## config.mk

```make
export PLATFORM = sky130hd
export DESIGN_NAME = power_emu_bus_master
export DESIGN_NICKNAME = d
export VERILOG_FILES = /design/src/rtl/power_emu_pkg.sv /design/src/rtl/power_emu_cmd_fifo.sv /design/src/rtl/power_emu_bus_master.sv
export SDC_FILE = /design/constraint.sdc
export NUM_CORES = 1
export LEC_CHECK = 0
export ABC_AREA = 1
export CAP_MARGIN = 20
export CORE_MARGIN = 2
export CORE_UTILIZATION = 45
export CTS_CLUSTER_SIZE = 25
export DETAILED_ROUTE_END_ITERATION = 10
export PLACE_DENSITY = 0.72
export SLEW_MARGIN = 25
export SYNTH_ARGS = -nofsm -noshare
export SYNTH_HDL_FRONTEND = slang
export SYNTH_SLANG_ARGS = --single-unit
export TNS_END_PERCENT = 30
```

## constraint.sdc

```tcl
create_clock -name clk -period 3.45 [get_ports clk]
set_input_delay 0.345 -clock clk [delete_from_list [all_inputs] [get_ports clk]]
set_output_delay 0.345 -clock clk [all_outputs]
set_load 0.03 [all_outputs]
```

## src/rtl/power_emu_pkg.sv

```systemverilog
// Shared types and helpers for the power emulator bus master.
package power_emu_pkg;

  localparam int CMD_ADDR_W      = 3;
  localparam int CMD_DATA_W      = 32;
  localparam int WR_ADDR_MAX_DEF = 3;
  localparam int RD_ADDR_MIN_DEF = 5;

  typedef enum logic [1:0] {
    IDLE  = 2'd0,
    ISSUE = 2'd1,
    WAIT  = 2'd2,
    RESP  = 2'd3
  } state_e;

  // Widths are fixed here; the top-level DATA_W/ADDR_W must stay equal to these.
  typedef struct packed {
    logic                  write;
    logic [CMD_ADDR_W-1:0] addr;
    logic [CMD_DATA_W-1:0] wdata;
  } cmd_t;

  localparam int CMD_W = $bits(cmd_t);

  // The slave only services writes at the low end and reads at the high end.
  function automatic logic addr_legal(input logic                  write,
                                      input logic [CMD_ADDR_W-1:0] addr,
                                      input int                    wr_max,
                                      input int                    rd_min);
    if (write) return (int'(addr) <= wr_max);
    else       return (int'(addr) >= rd_min);
  endfunction

endpackage

```

## src/rtl/power_emu_cmd_fifo.sv

```systemverilog
// Command FIFO with a first-word-fall-through head. Pointers carry one extra
// wrap bit so full and empty are distinguishable.
module power_emu_cmd_fifo
  import power_emu_pkg::*;
#(
  parameter int DEPTH = 4
) (
  input  logic             clk,
  input  logic             reset_n,
  input  logic             push,
  input  logic [CMD_W-1:0] push_data,
  input  logic             pop,
  output logic [CMD_W-1:0] head,
  output logic             empty,
  output logic             full_next
);

  localparam int PW = $clog2(DEPTH);

  logic [PW:0]      wr_ptr_q, wr_ptr_d;
  logic [PW:0]      rd_ptr_q, rd_ptr_d;
  logic [CMD_W-1:0] mem_q [DEPTH];
  logic [CMD_W-1:0] mem_d [DEPTH];
  logic             full;
  logic             push_ok;
  logic             pop_ok;

  // Pointer arithmetic, status flags and storage update.
  always_comb begin
    full      = (wr_ptr_q[PW] != rd_ptr_q[PW]) &&
                (wr_ptr_q[PW-1:0] == rd_ptr_q[PW-1:0]);
    empty     = (wr_ptr_q == rd_ptr_q);
    push_ok   = push && !full;
    pop_ok    = pop && !empty;
    wr_ptr_d  = wr_ptr_q + {{PW{1'b0}}, push_ok};
    rd_ptr_d  = rd_ptr_q + {{PW{1'b0}}, pop_ok};
    full_next = (wr_ptr_d[PW] != rd_ptr_d[PW]) &&
                (wr_ptr_d[PW-1:0] == rd_ptr_d[PW-1:0]);
    head      = mem_q[rd_ptr_q[PW-1:0]];
    mem_d     = mem_q;
    if (push_ok) mem_d[wr_ptr_q[PW-1:0]] = push_data;
  end

  // Pointer registers; reset empties the FIFO.
  always_ff @(posedge clk) begin
    if (!reset_n) begin
      wr_ptr_q <= '0;
      rd_ptr_q <= '0;
    end else begin
      wr_ptr_q <= wr_ptr_d;
      rd_ptr_q <= rd_ptr_d;
    end
  end

  // Storage needs no reset; only entries between the pointers are ever read.
  always_ff @(posedge clk) begin
    mem_q <= mem_d;
  end

endmodule

```

## src/rtl/power_emu_bus_master.sv

```systemverilog
// Host-side master for the power emulator register slave bus.
//
//   state | meaning
//   IDLE  | waiting for a queued command; pops and screens the head
//   ISSUE | strobe on the slave bus this cycle
//   WAIT  | slave read data valid this cycle; captured at the edge
//   RESP  | response presented until rsp_ready
module power_emu_bus_master
  import power_emu_pkg::*;
#(
  parameter int DATA_W      = CMD_DATA_W,
  parameter int ADDR_W      = CMD_ADDR_W,
  parameter int FIFO_DEPTH  = 4,
  parameter int WR_ADDR_MAX = WR_ADDR_MAX_DEF,
  parameter int RD_ADDR_MIN = RD_ADDR_MIN_DEF,
  parameter int CNT_W       = 16
) (
  input  logic              clk,
  input  logic              reset_n,
  input  logic              cmd_valid,
  output logic              cmd_ready,
  input  logic              cmd_write,
  input  logic [ADDR_W-1:0] cmd_addr,
  input  logic [DATA_W-1:0] cmd_wdata,
  output logic              rsp_valid,
  input  logic              rsp_ready,
  output logic              rsp_write,
  output logic [ADDR_W-1:0] rsp_addr,
  output logic [DATA_W-1:0] rsp_rdata,
  output logic              rsp_err,
  output logic              s_read,
  output logic              s_write,
  output logic [ADDR_W-1:0] s_addr,
  output logic [DATA_W-1:0] s_wdata,
  input  logic [DATA_W-1:0] s_rdata,
  output logic [CNT_W-1:0]  txn_cnt,
  output logic [CNT_W-1:0]  err_cnt
);

  state_e           state_q, state_d;
  cmd_t             push_cmd;
  cmd_t             head;
  logic [CMD_W-1:0] head_bits;
  logic             fifo_push;
  logic             fifo_pop;
  logic             fifo_empty;
  logic             fifo_full_next;
  logic             head_legal;

  logic              cmd_ready_q, cmd_ready_d;
  logic              cur_write_q, cur_write_d;
  logic [ADDR_W-1:0] cur_addr_q, cur_addr_d;
  logic              s_read_q, s_read_d;
  logic              s_write_q, s_write_d;
  logic [ADDR_W-1:0] s_addr_q, s_addr_d;
  logic [DATA_W-1:0] s_wdata_q, s_wdata_d;
  logic              rsp_valid_q, rsp_valid_d;
  logic              rsp_write_q, rsp_write_d;
  logic [ADDR_W-1:0] rsp_addr_q, rsp_addr_d;
  logic [DATA_W-1:0] rsp_rdata_q, rsp_rdata_d;
  logic              rsp_err_q, rsp_err_d;
  logic [CNT_W-1:0]  txn_cnt_q, txn_cnt_d;
  logic [CNT_W-1:0]  err_cnt_q, err_cnt_d;

  function automatic logic [CNT_W-1:0] sat_inc(input logic [CNT_W-1:0] v);
    return (&v) ? v : v + 1'b1;
  endfunction

  // Pack the incoming command for the FIFO.
  always_comb begin
    push_cmd       = '0;
    push_cmd.write = cmd_write;
    push_cmd.addr  = cmd_addr;
    push_cmd.wdata = cmd_wdata;
  end

  assign fifo_push  = cmd_valid && cmd_ready_q;
  assign head       = cmd_t'(head_bits);
  assign head_legal = addr_legal(head.write, head.addr, WR_ADDR_MAX, RD_ADDR_MIN);

  power_emu_cmd_fifo #(
    .DEPTH (FIFO_DEPTH)
  ) u_fifo (
    .clk       (clk),
    .reset_n   (reset_n),
    .push      (fifo_push),
    .push_data (push_cmd),
    .pop       (fifo_pop),
    .head      (head_bits),
    .empty     (fifo_empty),
    .full_next (fifo_full_next)
  );

  // State register.
  always_ff @(posedge clk) begin
    if (!reset_n) state_q <= IDLE;
    else          state_q <= state_d;
  end

  // Next-state logic.
  always_comb begin
    state_d = state_q;
    case (state_q)
      IDLE:    if (!fifo_empty) state_d = head_legal ? ISSUE : RESP;
      ISSUE:   state_d = cur_write_q ? RESP : WAIT;
      WAIT:    state_d = RESP;
      RESP:    if (rsp_ready) state_d = IDLE;
      default: state_d = IDLE;
    endcase
  end

  // Output/datapath next values; strobes are registered on the pop edge so
  // they are visible exactly while the FSM sits in ISSUE.
  always_comb begin
    fifo_pop    = 1'b0;
    cmd_ready_d = !fifo_full_next;
    cur_write_d = cur_write_q;
    cur_addr_d  = cur_addr_q;
    s_read_d    = 1'b0;
    s_write_d   = 1'b0;
    s_addr_d    = s_addr_q;
    s_wdata_d   = s_wdata_q;
    rsp_valid_d = rsp_valid_q;
    rsp_write_d = rsp_write_q;
    rsp_addr_d  = rsp_addr_q;
    rsp_rdata_d = rsp_rdata_q;
    rsp_err_d   = rsp_err_q;
    txn_cnt_d   = txn_cnt_q;
    err_cnt_d   = err_cnt_q;
    case (state_q)
      IDLE: begin
        if (!fifo_empty) begin
          fifo_pop    = 1'b1;
          cur_write_d = head.write;
          cur_addr_d  = head.addr;
          if (head_legal) begin
            s_read_d  = !head.write;
            s_write_d = head.write;
            s_addr_d  = head.addr;
            s_wdata_d = head.write ? head.wdata : '0;
          end else begin
            rsp_valid_d = 1'b1;
            rsp_write_d = head.write;
            rsp_addr_d  = head.addr;
            rsp_rdata_d = '0;
            rsp_err_d   = 1'b1;
            err_cnt_d   = sat_inc(err_cnt_q);
          end
        end
      end
      ISSUE: begin
        txn_cnt_d = sat_inc(txn_cnt_q);
        if (cur_write_q) begin
          rsp_valid_d = 1'b1;
          rsp_write_d = 1'b1;
          rsp_addr_d  = cur_addr_q;
          rsp_rdata_d = '0;
          rsp_err_d   = 1'b0;
        end
      end
      WAIT: begin
        rsp_valid_d = 1'b1;
        rsp_write_d = 1'b0;
        rsp_addr_d  = cur_addr_q;
        rsp_rdata_d = s_rdata;
        rsp_err_d   = 1'b0;
      end
      RESP: begin
        if (rsp_ready) rsp_valid_d = 1'b0;
      end
      default: ;
    endcase
  end

  // Datapath and output registers; reset drops any in-flight transaction.
  always_ff @(posedge clk) begin
    if (!reset_n) begin
      cmd_ready_q <= 1'b0;
      cur_write_q <= 1'b0;
      cur_addr_q  <= '0;
      s_read_q    <= 1'b0;
      s_write_q   <= 1'b0;
      s_addr_q    <= '0;
      s_wdata_q   <= '0;
      rsp_valid_q <= 1'b0;
      rsp_write_q <= 1'b0;
      rsp_addr_q  <= '0;
      rsp_rdata_q <= '0;
      rsp_err_q   <= 1'b0;
      txn_cnt_q   <= '0;
      err_cnt_q   <= '0;
    end else begin
      cmd_ready_q <= cmd_ready_d;
      cur_write_q <= cur_write_d;
      cur_addr_q  <= cur_addr_d;
      s_read_q    <= s_read_d;
      s_write_q   <= s_write_d;
      s_addr_q    <= s_addr_d;
      s_wdata_q   <= s_wdata_d;
      rsp_valid_q <= rsp_valid_d;
      rsp_write_q <= rsp_write_d;
      rsp_addr_q  <= rsp_addr_d;
      rsp_rdata_q <= rsp_rdata_d;
      rsp_err_q   <= rsp_err_d;
      txn_cnt_q   <= txn_cnt_d;
      err_cnt_q   <= err_cnt_d;
    end
  end

  assign cmd_ready = cmd_ready_q;
  assign s_read    = s_read_q;
  assign s_write   = s_write_q;
  assign s_addr    = s_addr_q;
  assign s_wdata   = s_wdata_q;
  assign rsp_valid = rsp_valid_q;
  assign rsp_write = rsp_write_q;
  assign rsp_addr  = rsp_addr_q;
  assign rsp_rdata = rsp_rdata_q;
  assign rsp_err   = rsp_err_q;
  assign txn_cnt   = txn_cnt_q;
  assign err_cnt   = err_cnt_q;

endmodule
```

== Yosys cells after proc, flatten, opt, wreduce, memory -nomap -nowiden ==
Cells that the tools add are included.

* Add/subtract/negate cells: 4
* Order comparisons: 5
* Eq/ne operators: 12
* Muxes and demuxes: 33
* Bitwise logic cells: 8
* Reduce and logical (&&, ||, !) cells: 22

{| class="wikitable"
|+ Operator list
! kind !! count
|-
| $bwmux 144 || 1
|-
| $mux 32 || 4
|-
| $mux 36 || 3
|-
| $pmux 32 s3 || 1
|-
| $bmux 36 s2 || 1
|-
| $demux 36 s2 || 1
|-
| $add 16x1->16 const B || 2
|-
| $reduce_and 16->1 || 2
|-
| $reduce_and 4->1 || 3
|-
| $mux 1 || 11
|-
| $ge 3x3->1 const B || 3
|-
| $mux 3 || 3
|-
| $pmux 3 s3 || 1
|-
| $ne 2x2->1 const B || 4
|-
| $pmux 2 s4 || 1
|-
| $add 3x1->3 || 2
|-
| $logic_and 1x1->1 || 6
|-
| $mux 2 || 3
|-
| $not 1->1 || 6
|-
| $not 2->3 || 2
|-
| $pmux 1 s3 || 2
|-
| $reduce_and 2->1 || 3
|-
| $eq 2x2->1 || 2
|-
| $eq 2x2->1 const B || 2
|-
| 11 further kinds || 15
|}

* Register bits after elaboration: 264
* Input port bits: 72
* Output and inout bits: 108
* Word-level logic and storage cells: 105

== Logic depth before layout (Yosys ltp) ==
* Depth in word-level cells: 9
* Gate-level depth with buffers: 13
* Depth with buffers taken out: 12

== Modules after synthesis ==
Synthesis repeated with hierarchy kept, for this count alone.

* Cells, all modules: 1,184
* Area, all modules: 11,139.4 um^2

{| class="wikitable"
|+ By module, submodules not included
! module !! times used !! cells each !! area each (um^2) !! seq. area each (um^2)
|-
| power_emu_cmd_fifo || 1 || 408 || 5,781.8 || 4,444.3
|-
| power_emu_bus_master || 1 || 776 || 5,357.6 || 2,282.2
|}

== Worst setup path after synthesis ==
OpenSTA, ideal clock, no wires.

* Path kind: register to register
* From: register u_fifo.rd_ptr_q[0]
* To: register u_fifo.mem_q[0] (netlist bit), enable pin
* Setup time: 0.474 ns
* Data arrival time: 3.332 ns
* Required time: 2.976 ns
* Slack: -0.356 ns
* Stages on the path, launching flop included: 6
* Buffers on the path: 1
* Clock period less this slack: 3.806 ns
* Cell sequence: dfxtp_1 > buf_4 > xnor2_2 > nand3_1 > nand3_1 > nor3_1

* Cells in the longest elaborated chain, start to end: 4

{| class="wikitable"
|+ RTL lines
! what !! RTL line !! RTL
|-
| start, declared || power_emu_cmd_fifo.sv:21 || <nowiki>logic [PW:0] rd_ptr_q, rd_ptr_d;</nowiki>
|-
| start signal, assigned || power_emu_cmd_fifo.sv:51 || <nowiki>rd_ptr_q <= rd_ptr_d;</nowiki>
|-
| $eq 2x2->1 || power_emu_cmd_fifo.sv:31 || <nowiki>(wr_ptr_q[PW-1:0] == rd_ptr_q[PW-1:0]);</nowiki>
|-
| $logic_and 1x1->1 || power_emu_cmd_fifo.sv:30 || <nowiki>full = (wr_ptr_q[PW] != rd_ptr_q[PW]) &&</nowiki>
|-
| $logic_not 1->1 || power_emu_cmd_fifo.sv:33 || <nowiki>push_ok = push && !full;</nowiki>
|-
| $logic_and 1x1->1 || power_emu_cmd_fifo.sv:33 ||
|-
| end signal, assigned || power_emu_cmd_fifo.sv:57 || <nowiki>mem_q <= mem_d;</nowiki>
|-
| end, declared || power_emu_cmd_fifo.sv:22 || <nowiki>logic [CMD_W-1:0] mem_q [DEPTH];</nowiki>
|}

No other way between the ends.
A chain may end at the register's enable or synchronous reset.

== Final worst setup path ==
* From: register u_fifo.rd_ptr_q[0]
* To: register s_write_q (netlist: s_write)

* Cells in the longest elaborated chain, start to end: 8
* Elaborated cells between the ends (all ways): 10
* Classes of those cells: order compare (2); eq/ne (1); mux (4); bitwise (2); reduce/logical (1)

{| class="wikitable"
|+ RTL lines
! what !! RTL line !! RTL
|-
| $not 2->3 (not written as such) || power_emu_cmd_fifo.sv:39 || <nowiki>head = mem_q[rd_ptr_q[PW-1:0]];</nowiki>
|-
| $bmux 36 s2 || power_emu_cmd_fifo.sv:39 ||
|-
| $mux 36 (not written as such) (2 in series) || power_emu_cmd_fifo.sv:39 ||
|-
| $ge 3x3->1 / $le 3x2->1 (equally long branches) || power_emu_pkg.sv:31, power_emu_pkg.sv:30 ||
|-
| $mux 1 || power_emu_pkg.sv:30 || <nowiki>if (write) return (int'(addr) <= wr_max);</nowiki>
|-
| $not 1->1 (no line) || n/a ||
|-
| $reduce_or 4->1 (no line) || n/a ||
|-
| end signal, assigned || power_emu_bus_master.sv:197 || <nowiki>s_write_q <= s_write_d;</nowiki>
|-
| end, declared || power_emu_bus_master.sv:54 || <nowiki>logic s_write_q, s_write_d;</nowiki>
|}

Parallel ways exist; a longest one is shown, timed or not. The select of a mux whose other input is x is not followed.

==> impl_metrics.csv <==
group,metric,value,unit
layout,layout_commonest_cell,"nand2_1",
timing,whs,0.2207,ns
global_route,first_global_vias,7861,
layout,final_layout_size_suffix_gt1_share,8.276,%
cts,ctsRootBufferMaster,"clkbuf_16",
layout,nets,1379,
layout,layout.cells.most_common_list,"nand2_1 (296), clkdlybuf4s50_1 (178), edfxtp_1 (144)",
detailed_routing,num_vias,8290,
floorplanning,core,0.02411,sq mm
synthesis,ys.warnings.count,0,
synthesis,synth.top_cell.area_share,39.37,%
floorplanning,total_die_area,0.02568,sq mm
setup_path,worst_r2r_startpoint,"u_fifo.rd_ptr_q[0]$_SDFF_PN0_",
cts,cts.repair_timing.setup_buffer_count,0,
global_route,first_pass_grt_wire_length,39.78,mm
cts,clk_lat_worst_skew,0.56,ns
detailed_routing,ant_nets,0,
setup_path,reg2reg_slack,0.73,ns
setup_path,arrival,3.12,ns
floorplanning,floorplan.rows,57,
timing,final-hold-violation-count,0,
synthesis,synth_flop_cell,"edfxtp_1",
placement,place_hpwl,15.60,mm
setup_path,crit_start,"u_fifo.rd_ptr_q[0]$_SDFF_PN0_",
setup_path,r2r.worst_path.cells,12,
global_route,grt_overflow_total,0,
setup_path,critical_path.endpoint_type,"flop",
timing,fin_setup_tns,0,ns
synthesis,async_flop_share,0,%
detailed_routing,top_signal_layer_used,"met5",
cts,cts_repair_resize_count,0,
layout,area_overhead_vs_synth,27.53,%
synthesis,synth_enable_flop_cells,144,
detailed_routing,viasPerCell,5.049,
cts,cts.hold.buffers_added,0,
synthesis,yosysUniqueCellTypes,34,
detailed_routing,drt_first_pass_iters,5,
synthesis,netlist_area,0.01098,sq mm
global_route,globalRouteTotalUtil,19.02,%
timing,slew_headroom,44.27,%
detailed_routing,average_detailed_routed_wire_length_per_instance,15.20,microns
timing,setup_repair_after_global_routing_missed_its_margin,"no",
timing,timing_max_transition_violations_final,0,
cts,cts.sinks,264,
placement,gp_congestion,0.8163,
synthesis,register_bit_total_from_synthesis,264,
setup_path,worstSetupEndpoint,"s_write$_SDFF_PP0_",
power,static_leakage,5.443,nW
power,vdd_ir_drop_max,457.7,uV
synthesis,synthesized_nets,1217,
synthesis,syn_area_per_cell,9.686,sq um
detailed_routing,wl_met1,10.74,mm
global_route,maximum_number_of_pins_on_one_net_before_global_route_repair,78,
timing,finalCritPeriodShare,78.72,%
cts,clk_transition_reported_paths,0.06,ns
timing,worst_slew_pin_slew,0.8360,ns
timing,clock_skew,0.05072,ns
detailed_routing,met3WireLength,1.705,mm
setup_path,timing.critical_path.required,3.86,ns
timing,final_period_minus_worst_setup_slack,2.716,ns
synthesis,synth.yosys.seq_area_share,61.24,%
worst_hold_path,worstHoldPathType,"input pin to flop",
setup_path,timing.rr.end,"s_write$_SDFF_PP0_",
floorplanning,chipWidth,160.2,microns
detailed_routing,route.detailed.drc,0,
floorplanning,io_pins,180,
setup_path,worst-setup-path-type,"flop to flop",
power,power-per-cell-area,706.2,mW/mm^2
job,maxCapViolations,0,
placement,placed_cell_area,0.01302,sq mm
placement,placed_cells_incl_taps,1590,
detailed_routing,routed-wl-met2,12.13,mm
global_route,antenna_violations_before_repair,2,
detailed_routing,initialDrtViolationCount,576,
layout,final_cells,1642,
cts,ctsHtreeMaxLevel,1,
synthesis,post_synth_main_area_contributors,"edfxtp_1 (39%), dfxtp_1 (22%), nand2_1 (10%)",
detailed_routing,totalWireLength,24.96,mm
timing,final_critical_path_setup_slack,0.7340,ns
placement,post-place-ws,0.7892,ns
layout,layout.cell_area.non_filler,0.01401,sq mm
placement,portBuffers,179,
setup_path,worst_path_fanout_max,35,
cts,cts_inserted_buffers,28,
timing,max_clock_freq,0.3682,GHz
cts,clock_path_buffers,3,
synthesis,synthCells,1134,
floorplanning,initial_core_util,45.57,%
timing,report.final.setup_viol,0,
setup_path,critical_path.startpoint_type,"flop",
synthesis,synth_top_area_cell,"edfxtp_1",
floorplanning,dieHeight,160.2,microns
outcome,outcome,"completed",
cts,cts_tree,"yes",
cell type report:
class                           count  area, sq um
Fill cell                        2095        10100
Sequential cell                   264         6728
Antenna cell                        1        2.502
Tap cell                          324        405.4
Clock inverter                     10        158.9
Multi-Input combinational cell    708         3625
Inverter                          104        390.4
Clock buffer                       41        829.5
Timing Repair Buffer              190         1869
metrics by stage:
step | util [%] | power, mW
after floorplan | - | 5.964
after global placement | 54.00 | 6.813
after detailed placement | 54.00 | 6.856
after CTS | 58.10 | 9.983
after global routing | 58.11 | 10.46
final | 58.11 | 9.893
cell usage after synthesis (4+ instances only):
| library cell | instances |
|---|---|
| a21oi_1 | 70 |
| o21ai_0 | 25 |
| nand4_1 | 18 |
| nor2_1 | 98 |
| dfxtp_1 | 120 |
| ha_1 | 11 |
| xor2_1 | 16 |
| nand3_1 | 74 |
| clkbuf_1 | 38 |
| xnor2_1 | 10 |
| a32o_1 | 32 |
| buf_2 | 12 |
| nor3_1 | 10 |
| inv_2 | 4 |
| edfxtp_1 | 144 |
| nand2_2 | 4 |
| nand2_1 | 296 |
| o21ai_2 | 29 |
| inv_1 | 99 |
per-layer routing:
layer | up-vias | track usage, %
li1 | 4119 | -
met1 | 3897 | 23.95
met2 | 240 | 33.37
met3 | 32 | 4.494
met4 | 2 | 4.300
met5 | - | 0
registers in the layout, summed over array words and instances (netlist names):
signal,count
u_fifo.mem_q,144
rsp_rdata,32
s_wdata,32
err_cnt,16
txn_cnt,16
cur_addr_q,3
rsp_addr,3
s_addr,3
u_fifo.rd_ptr_q,3
u_fifo.wr_ptr_q,3
state_q,2
cmd_ready,1
cur_write_q,1
rsp_err,1
rsp_valid,1
rsp_write,1
s_read,1
s_write,1
cells by family after synthesis:
logic type	Yosys count	share of synthesized area [%]
compound gates	160	9.842
flops	264	61.24
simple gates	510	19.50
fa+ha+maj	11	1.253
buf+inv	162	5.946
xor+xnor	27	2.221
worst min path at each step:
stage / start / end / cells past startpoint
floorplan: cmd_wdata[0] / u_fifo.mem_q[0]$_DFFE_PP_ / 0
CTS: reset_n / s_read$_SDFF_PP0_ / 5
global route: reset_n / s_read$_SDFF_PP0_ / 5
finish: reset_n / s_read$_SDFF_PP0_ / 5
global placement: rsp_valid$_SDFFE_PN0P_ / rsp_valid$_SDFFE_PN0P_ / 2
detailed placement: rsp_valid$_SDFFE_PN0P_ / rsp_valid$_SDFFE_PN0P_ / 2
critical path, stage by stage, from the launching register on:
cell and delay [ns]:
dfxtp_2 0.48, inv_2 0.13, nand2_1 0.09, nand3_1 0.12, nand2_2 0.16, nor2_1 0.05, nand2_1 0.10, nand2_4 0.09
nand2_4 0.34, nor2_4 0.05, nand2_2 0.49, buf_4 0.37, inv_1 0.07
report_power, final:
group / leakage [nW] / switching (mW) / internal (mW)
Clock: 0.484 / 1.21 / 1.90
Sequential: 2.29 / 0.175 / 3.61
Combinational: 2.67 / 1.94 / 1.06
Note: power is estimated with default switching activity, not from simulation.
==> RTL change (same flow settings) <==
Change the package constant `CMD_ADDR_W` from 3 to 2.
--- a/src/rtl/power_emu_pkg.sv
+++ b/src/rtl/power_emu_pkg.sv
@@ -3,3 +3,3 @@
 
-  localparam int CMD_ADDR_W      = 3;
+  localparam int CMD_ADDR_W      = 2;
   localparam int CMD_DATA_W      = 32;
Ports: changed (resized cmd_addr, rsp_addr and s_addr); port bits go from 180 to 177. The function was not compared with the original's and may differ.
==> RTL change against the unedited design <==
Final cell count shrank 1.2%. Final area decreased by 3.6%. Critical endpoint is now rsp_rdata[10]. Power up 4.2%. Global-route usage is 0.46 points higher. Non-clock buffer count fell by 1. Routed wire length is 2.4% lower. Setup slack improved by 220 ps. Sequential cell count fell by 7. First-iteration DRC count rose by 5.9%. Synthesized area fell by 3.4%. Hold slack lost 67 ps.
==> RTL change: results (changes against the unedited design) <==
| Metric | Value |
|---|---|
| Initial antenna violation count | 0 (-2) |
| Met2 usage | 32.7% (-0.66 points) |
| Tap cells | 319 (-1.5%) |
| Leakage | 5.16 nW (-5.2%) |
| DR iter-0 viols | 610 (+5.9%) |
| Max reg flops | 140 (-2.8%) |
| Seq cells | 257 (-2.7%) |
| Post-Place Cell Area | 12600 um2 (-3.3%) |
| Setup slack, reg-to-reg | 950 ps (+220 ps) |
| Clock network contribution to total cell area | 6.79% (-0.26 points) |
| Number of port buffers | 176 (-1.7%) |
| GR met1 Demand/Resource | 26.0% (+2.0 points) |
| Met1 WL | 10.6 mm (-1.6%) |
| GP Congestion | 0.797 (-2.4%) |
| Worst VDD drop | 0.000532 V (+16%) |
| Post-synthesis compound-gate area fraction | 9.84% (about the same) |
| Synth top area cells | edfxtp_1, dfxtp_1, nor2_1, nand2_1, o21ai_0 |
| Status | completed |
| Dpl hpwl | 15.1 mm (-2.9%) |
| Final net count | 1365 (-1.0%) |
| Share of cells above drive strength 1 | 6.37% (-1.9 points) |
| Antenna Cells | 0 (-1) |
| Library cells used by synthesis | 39 (+15%) |
| Final wirelength | 24.4 mm (-2.4%) |
| Post-synth EDFFs | 140 (-2.8%) |
| Filler cells | 2010 (-4.1%) |
| Syn Nets | 1206 (-0.90%) |
| Synth Area in XOR/XNOR | 1.72% (-0.50 points) |
| Vias in the first global route | 7730 (-1.7%) |
| Total number of vias | 8123 (-2.0%) |
| Sequential-to-total area share from yosys stat | 61.7% (+0.45 points) |
| Post-synth top cells | nor2_1, nand2_1, edfxtp_1 |
| Crit path DAT | 2910 ps (-210 ps) |
| First-pass GRT wire length | 38.8 mm (-2.5%) |
| CP Max Fanout | 44 (+26%) |
| GR Util All Layers | 19.5% (+0.46 points) |
| Clock Buffer Count | 27 (-34%) |
| Clock skew after layout | 16.3 ps (-34.5 ps) |
RTL change: changes by cell type in the layout (fill, tap and decap cells not counted), sizes merged, moves of 22 or more:
cell	unedited run	this run
a21oi	71	49
a32o	32	0
nand2	303	208
nand3	76	24
nor2	100	213
o21ai	54	112
o22ai	0	32
RTL change: critical path: stages (launching register included):
cell,delay (ps)
dfxtp_1,330
inv_1,140
ha_1,400
nand3_2,470
nand3_2,360
buf_4,440
nand2_1,100
nand2_1,80
nor2_1,60
RTL change: per-stage QoR:
stage	util (%)	std cells	hold WS, ps	setup slack, ps	setup TNS [ps]
final	57.9	1623	154	954	0
after global routing	57.9	1623	142	699	0
after CTS	57.9	1623	127	965	0
after detailed placement	53.9	1573	451	1000	0
after global placement	53.9	1573	447	1070	0
after floorplan	-	1124	444	-332	-46500
RTL change: where the power goes:
part | switching (mW) | internal, mW | total [mW] | leakage [nW]
registers | 0.254 | 3.61 | 3.86 | 2.23
logic | 2.29 | 1.21 | 3.50 | 2.50
clock network | 1.21 | 1.75 | 2.95 | 0.438
